<file path="src/rtl/seg_pkg.sv">
`default_nettype none
// ============================================================================
// Module   : seg_pkg
// Brief    : Shared 7-segment pattern constants (active-low, bit 6 = g ..
//            bit 0 = a) and the decoded-digit record type.
// Revision : 1.0 - initial release
// ============================================================================
package seg_pkg;

    localparam logic [6:0] SEG_0     = 7'b1000000;
    localparam logic [6:0] SEG_1     = 7'b1111001;
    localparam logic [6:0] SEG_2     = 7'b0100100;
    localparam logic [6:0] SEG_3     = 7'b0110000;
    localparam logic [6:0] SEG_4     = 7'b0011001;
    localparam logic [6:0] SEG_5     = 7'b0010010;
    localparam logic [6:0] SEG_6     = 7'b0000010;
    localparam logic [6:0] SEG_7     = 7'b1111000;
    localparam logic [6:0] SEG_8     = 7'b0000000;
    localparam logic [6:0] SEG_9     = 7'b0010000;
    localparam logic [6:0] SEG_A     = 7'b0001000;
    localparam logic [6:0] SEG_B     = 7'b0000011;
    localparam logic [6:0] SEG_C     = 7'b1000110;
    localparam logic [6:0] SEG_D     = 7'b0100001;
    localparam logic [6:0] SEG_E     = 7'b0000110;
    // Code F is shown as a blank digit by the encoder.
    localparam logic [6:0] SEG_F     = 7'b1111111;
    localparam logic [6:0] SEG_BLANK = 7'b1111111;
    localparam logic [6:0] SEG_DASH  = 7'b0111111;

    typedef struct packed {
        logic [3:0] code;
        logic       dash;
        logic       illegal;
    } seg_dec_t;

endpackage : seg_pkg
`default_nettype wire

</file>
<file path="src/rtl/seg_decode.sv">
`default_nettype none
// ============================================================================
// Module   : seg_decode
// Brief    : Combinational inverse of the hex-to-segment encoder.
// Revision : 1.0 - initial release
// ============================================================================
module seg_decode
    import seg_pkg::*;
(
    input  logic [6:0] i_seg,
    output seg_dec_t   o_dec
);

    always_comb begin
        o_dec.code    = 4'hF;
        o_dec.dash    = 1'b0;
        o_dec.illegal = 1'b0;
        case (i_seg)
            SEG_0:     o_dec.code = 4'h0;
            SEG_1:     o_dec.code = 4'h1;
            SEG_2:     o_dec.code = 4'h2;
            SEG_3:     o_dec.code = 4'h3;
            SEG_4:     o_dec.code = 4'h4;
            SEG_5:     o_dec.code = 4'h5;
            SEG_6:     o_dec.code = 4'h6;
            SEG_7:     o_dec.code = 4'h7;
            SEG_8:     o_dec.code = 4'h8;
            SEG_9:     o_dec.code = 4'h9;
            SEG_A:     o_dec.code = 4'hA;
            SEG_B:     o_dec.code = 4'hB;
            SEG_C:     o_dec.code = 4'hC;
            SEG_D:     o_dec.code = 4'hD;
            SEG_E:     o_dec.code = 4'hE;
            SEG_BLANK: o_dec.code = 4'hF;
            SEG_DASH:  o_dec.dash = 1'b1;
            default:   o_dec.illegal = 1'b1;
        endcase
    end

endmodule : seg_decode
`default_nettype wire

</file>
<file path="src/rtl/seg_capture.sv">
`default_nettype none
// ============================================================================
// Module   : seg_capture
// Brief    : Samples the multiplexed segment/anode lines, decodes each stable
//            digit and commits complete frames for self-check and debug.
// Revision : 1.0 - initial release
// ============================================================================
module seg_capture
    import seg_pkg::*;
#(
    parameter int DIGITS = 4,
    parameter int STABLE = 4
) (
    input  logic                  clk,
    input  logic                  rst,
    input  logic [6:0]            segments,
    input  logic [DIGITS-1:0]     anodes,
    output logic [4*DIGITS-1:0]   value,
    output logic [DIGITS-1:0]     dash,
    output logic [DIGITS-1:0]     illegal,
    output logic                  frame_valid
);

    localparam int              C_CNT_W   = $clog2(STABLE);
    localparam int              C_IDX_W   = (DIGITS > 1) ? $clog2(DIGITS) : 1;
    localparam logic [C_CNT_W-1:0] C_CNT_MAX = C_CNT_W'(STABLE - 1);
    localparam logic [C_CNT_W-1:0] C_CNT_PRE = C_CNT_W'(STABLE - 2);

    logic [6:0]          r_s_seg, r_p_seg;
    logic [DIGITS-1:0]   r_s_an, r_p_an;
    logic [C_CNT_W-1:0]  r_cnt;
    logic [DIGITS-1:0]   r_cap;
    logic [4*DIGITS-1:0] r_sh_value;
    logic [DIGITS-1:0]   r_sh_dash, r_sh_ill;
    logic [4*DIGITS-1:0] r_value;
    logic [DIGITS-1:0]   r_dash, r_ill;
    logic                r_frame_valid;

    logic [DIGITS-1:0]   w_act;
    logic                w_onehot;
    logic [C_IDX_W-1:0]  w_idx;
    logic                w_advance;
    logic                w_capture;
    logic                w_commit;
    seg_dec_t            w_dec;

    seg_decode u_decode (
        .i_seg (r_s_seg),
        .o_dec (w_dec)
    );

    // Exactly one anode low selects a digit; anything else is blanking.
    assign w_act    = ~r_s_an;
    assign w_onehot = (w_act != '0) && ((w_act & (w_act - DIGITS'(1))) == '0);

    always_comb begin
        w_idx = '0;
        for (int i = 0; i < DIGITS; i++) begin
            if (w_act[i]) begin
                w_idx = C_IDX_W'(i);
            end
        end
    end

    assign w_advance = w_onehot && (r_s_seg == r_p_seg) && (r_s_an == r_p_an);
    // Fires only on the step into saturation, so one capture per dwell.
    assign w_capture = w_advance && (r_cnt == C_CNT_PRE);
    assign w_commit  = &r_cap;

    always_ff @(posedge clk) begin
        if (rst) begin
            r_s_seg       <= SEG_BLANK;
            r_p_seg       <= SEG_BLANK;
            r_s_an        <= '1;
            r_p_an        <= '1;
            r_cnt         <= '0;
            r_cap         <= '0;
            r_sh_value    <= '0;
            r_sh_dash     <= '0;
            r_sh_ill      <= '0;
            r_value       <= '0;
            r_dash        <= '0;
            r_ill         <= '0;
            r_frame_valid <= 1'b0;
        end else begin
            r_s_seg <= segments;
            r_s_an  <= anodes;
            r_p_seg <= r_s_seg;
            r_p_an  <= r_s_an;

            if (w_advance) begin
                if (r_cnt != C_CNT_MAX) begin
                    r_cnt <= r_cnt + C_CNT_W'(1);
                end
            end else begin
                r_cnt <= '0;
            end

            if (w_capture) begin
                r_sh_value[w_idx*4 +: 4] <= w_dec.code;
                r_sh_dash[w_idx]         <= w_dec.dash;
                r_sh_ill[w_idx]          <= w_dec.illegal;
            end

            r_frame_valid <= w_commit;

            // Commit reads the shadow before any same-cycle capture lands,
            // and that capture survives the clear of the capture mask.
            if (w_commit) begin
                r_value <= r_sh_value;
                r_dash  <= r_sh_dash;
                r_ill   <= r_sh_ill;
                r_cap   <= w_capture ? w_act : '0;
            end else if (w_capture) begin
                r_cap   <= r_cap | w_act;
            end
        end
    end

    assign value       = r_value;
    assign dash        = r_dash;
    assign illegal     = r_ill;
    assign frame_valid = r_frame_valid;

endmodule : seg_capture
`default_nettype wire

</file>
<file path="config.mk">
export PLATFORM = sky130hd
export DESIGN_NAME = seg_capture
export DESIGN_NICKNAME = d
export VERILOG_FILES = /design/src/rtl/seg_pkg.sv /design/src/rtl/seg_decode.sv /design/src/rtl/seg_capture.sv
export SDC_FILE = /design/constraint.sdc
export NUM_CORES = 1
export LEC_CHECK = 0
export BUFFER_PORTS_ARGS = -buffer_cell sky130_fd_sc_hd__buf_2
export CORE_UTILIZATION = 60
export CTS_BUF_LIST = sky130_fd_sc_hd__clkbuf_2
export CTS_CLUSTER_DIAMETER = 30
export CTS_CLUSTER_SIZE = 8
export DETAILED_ROUTE_END_ITERATION = 10
export GPL_TIMING_DRIVEN = 0
export PLACE_DENSITY = 0.81
export SYNTH_ARGS = -nofsm -noshare
export SYNTH_HDL_FRONTEND = slang
export SYNTH_HIERARCHICAL = 1
export SYNTH_SLANG_ARGS = --single-unit
export TNS_END_PERCENT = 1
</file>
<file path="constraint.sdc">
create_clock -name clk -period 2.5 [get_ports clk]
set_input_delay 0.125 -clock clk [delete_from_list [all_inputs] [get_ports clk]]
set_output_delay 0.125 -clock clk [all_outputs]
set_load 0.05 [all_outputs]
</file>
==> flow_metrics.env <==
export IMPL_cts_tree="yes"
export IMPL_synth_area_top_cells="dfxtp_1, nand2_1, mux2i_1"
export IMPL_power_density_nw_per_um2=529
export IMPL_cp_end_kind="register"
export IMPL_syn2layout_area_growth_pct=14.0
export IMPL_drive_gt1_share_pct=19.9
export IMPL_finClkSkew_ps=33.9
export IMPL_wl_per_cell_um=13.3
export IMPL_place_congestion=0.909
export IMPL_nFillCells=446
export IMPL_pin_count=38
export IMPL_synth_async_reset_ratio_pct=0
export IMPL_leakagePower_uw=0.00156
export IMPL_dr_first_iter_drc_count=79
export IMPL_cap_violations=0
export IMPL_stdcell_count=530
export IMPL_yosys_warnings=6
export IMPL_ir_drop_uv=410
export IMPL_numCtsBuffers=9
export IMPL_cts_sinks=77
export IMPL_viasPerCell=5.26
export IMPL_final_core_util_pct=71.7
export IMPL_min_period_over_period_pct=91.2
export IMPL_die_y_um=78.2
export IMPL_p_clk_share_pct=30.4
export IMPL_nets=475
export IMPL_htreeDepth=3
export IMPL_cts_setup_buffers=0
export IMPL_min_period_ps=2280
export IMPL_comb_power_share_pct=9.6
export IMPL_ant_nets=0
export IMPL_internal_power_uw=1570
export IMPL_yosys_area_top_type="dfxtp_1"
export IMPL_grt_pass1_vias=2634
export IMPL_synthCells=395
export IMPL_gr_total_overflow=0
export IMPL_dpl_cell_count=503
export IMPL_dpl_hpwl_um=5100
export IMPL_tightest_slew_ps=506
export IMPL_path_class="reg2reg"
export IMPL_fin_tns_setup_ps=0
export IMPL_rsz0062_at_grt="no"
export IMPL_die_x_um=78.2
export IMPL_drc=0
export IMPL_synth_edff_count=0
export IMPL_rows=27
export IMPL_ys_ff_latch=77
export IMPL_slew_limit_headroom_pct=66.1
export IMPL_ys_seq_area_share_pct=44.2
export IMPL_cts_root_buf="clkbuf_2"
export IMPL_worstHoldPathType="in2reg"
export IMPL_clkTransAtPathRegs_ps=200
export IMPL_dr_pass1_iters=4
export IMPL_drv_slew=0
export IMPL_max_freq_mhz=439
export IMPL_core_um2=5540
export IMPL_clock_latency_ps=500
export IMPL_switching_share_pct=25.4
export IMPL_finalWirelength_um=7060
export IMPL_synth_area_per_cell_um2=8.82
export IMPL_vias=2788
export IMPL_required_ps=2910
export IMPL_synth_area_um2=3480
export IMPL_cp_max_fo=10
export IMPL_synth_top_area_share_pct=44.2
export IMPL_grt_max_degree=13
export IMPL_die_area_um2=6120
export IMPL_diodes=0
export IMPL_antenna_found_initial=0
export IMPL_cp_start_kind="register"
export IMPL_switching_power_uw=533
export IMPL_start_util_pct=62.9
export IMPL_synth_nets=417
export IMPL_ys_types=44
export IMPL_crit_arrival_ps=2690
export IMPL_status="complete, no violations"
export IMPL_portBuffers=36
export IMPL_final_hold_violation_count=0
export IMPL_track_usage_pct=24.8
export IMPL_cts_buffer_depth=2
export IMPL_pwr_share_seq_pct=60.0
export IMPL_setup_viol=0
export IMPL_synth_main_ff_cell="dfxtp_1"
export IMPL_grt_pass1_wl_um=11800
power groups by stage:
| stage | Combinational, µW | Clock (µW) | Sequential (µW) |
|---|---|---|---|
| floorplan | 143 | 0 | 1280 |
| global placement | 177 | 0 | 1290 |
| detailed placement | 185 | 0 | 1290 |
| CTS | 199 | 648 | 1260 |
| global route | 223 | 707 | 1270 |
| finish | 202 | 638 | 1260 |
worst max-delay path, cell delays in order, from the launching register on:
cell	delay [ps]
dfxtp_1	480
xnor2_1	150
o221ai_1	150
or4_4	570
buf_6	150
nor3_2	430
mux2i_1	250
registers in the layout, summed over array words and instances, names as in the netlist:
name,flops
r_s_seg,7
frame_valid,1
r_p_seg,7
r_p_an,4
r_cap,4
r_cnt,2
r_sh_ill,4
r_sh_dash,4
r_sh_value,16
value,16
illegal,4
dash,4
r_s_an,4
metrics by stage:
step | cell area (µm²) | power (µW) | hold WS [ps] | worst slack (ps)
after global placement | 3750 | 1460 | 307 | 274
after global routing | 3970 | 2200 | 223 | 94.3
after detailed placement | 3750 | 1470 | 309 | 183
final | 3970 | 2100 | 238 | 220
after floorplan | 3480 | 1430 | 229 | 475
after CTS | 3970 | 2110 | 217 | 104
layer usage:
metal	up-vias	global-route usage, %	routed length [µm]
li1	1428	-	-
met1	1298	28.3	3180
met2	50	44.2	3510
met3	12	6.28	256
met4	0	9.63	111
met5	-	0	0
layout make-up:
class	count	area, µm²	share of cell area (%)
multi-input combinational	286	1780	44.8
sequential	77	1540	38.8
buffer	28	149	3.75
tap	72	90.1	2.27
inverter	4	15.0	0.378
clock buffer	11	55.1	1.39
clock inverter	5	51.3	1.29
timing repair buffer	47	290	7.31
Yosys cell counts (3+ instances only):
| master | count |
|---|---|
| a21oi_1 | 31 |
| buf_2 | 5 |
| buf_6 | 5 |
| clkbuf_1 | 18 |
| dfxtp_1 | 77 |
| ha_1 | 9 |
| inv_1 | 4 |
| mux2i_1 | 25 |
| nand2_1 | 84 |
| nand2b_1 | 30 |
| nand4_1 | 3 |
| nor2_1 | 14 |
| nor2b_1 | 4 |
| nor3_1 | 8 |
| nor3_2 | 3 |
| nor3b_1 | 3 |
| or2_2 | 23 |
| or4b_1 | 4 |
| xnor2_1 | 9 |
| xor2_1 | 5 |
kinds of logic (layout without fill, tap and decap cells):
| logic type | after synthesis | count (layout) | share of synthesized area (%) |
|---|---|---|---|
| AOI/OAI and AO/OA | 45 | 45 | 8.26 |
| xor gates and xnor gates | 14 | 14 | 3.52 |
| adders and majority gates | 9 | 9 | 3.23 |
| buffers and inverters | 32 | 95 | 4.70 |
| DFF | 77 | 77 | 44.2 |
| muxes | 25 | 25 | 7.18 |
| and+or+nand+nor | 193 | 193 | 28.9 |
worst paths after layout:
kind	startpoint	to	slack, ps	depth (start not counted)
setup / recovery	r_s_seg[4]	r_sh_value[8]	220	6
hold / removal	rst	r_cnt[1]	240	3
setup reg to reg	r_s_seg[4]	r_sh_value[8]	220	6
hold reg to reg	r_sh_value[13]	value[13]	460	2
layout by cell type (no fill, tap or decap), types with 3 or more instances in the layout:
| cell type | n |
|---|---|
| a21oi_1 | 31 |
| buf_2 | 41 |
| buf_6 | 5 |
| clkbuf_1 | 18 |
| clkbuf_2 | 11 |
| dfxtp_1 | 77 |
| dlygate4sd3_1 | 11 |
| ha_1 | 9 |
| inv_1 | 4 |
| mux2i_1 | 25 |
| nand2_1 | 84 |
| nand2b_1 | 30 |
| nand4_1 | 3 |
| nor2_1 | 14 |
| nor2b_1 | 4 |
| nor3_1 | 8 |
| nor3_2 | 3 |
| nor3b_1 | 3 |
| or2_2 | 23 |
| or4b_1 | 4 |
| xnor2_1 | 9 |
| xor2_1 | 5 |
repair_timing:
action / in CTS / in global routing
hold buffers: 11 / 0
hold endpoints to repair: 11 / 0
resized for setup: 0 / 1
setup endpoints to repair: 0 / 12
Note: power is estimated with default switching activity, not from simulation.
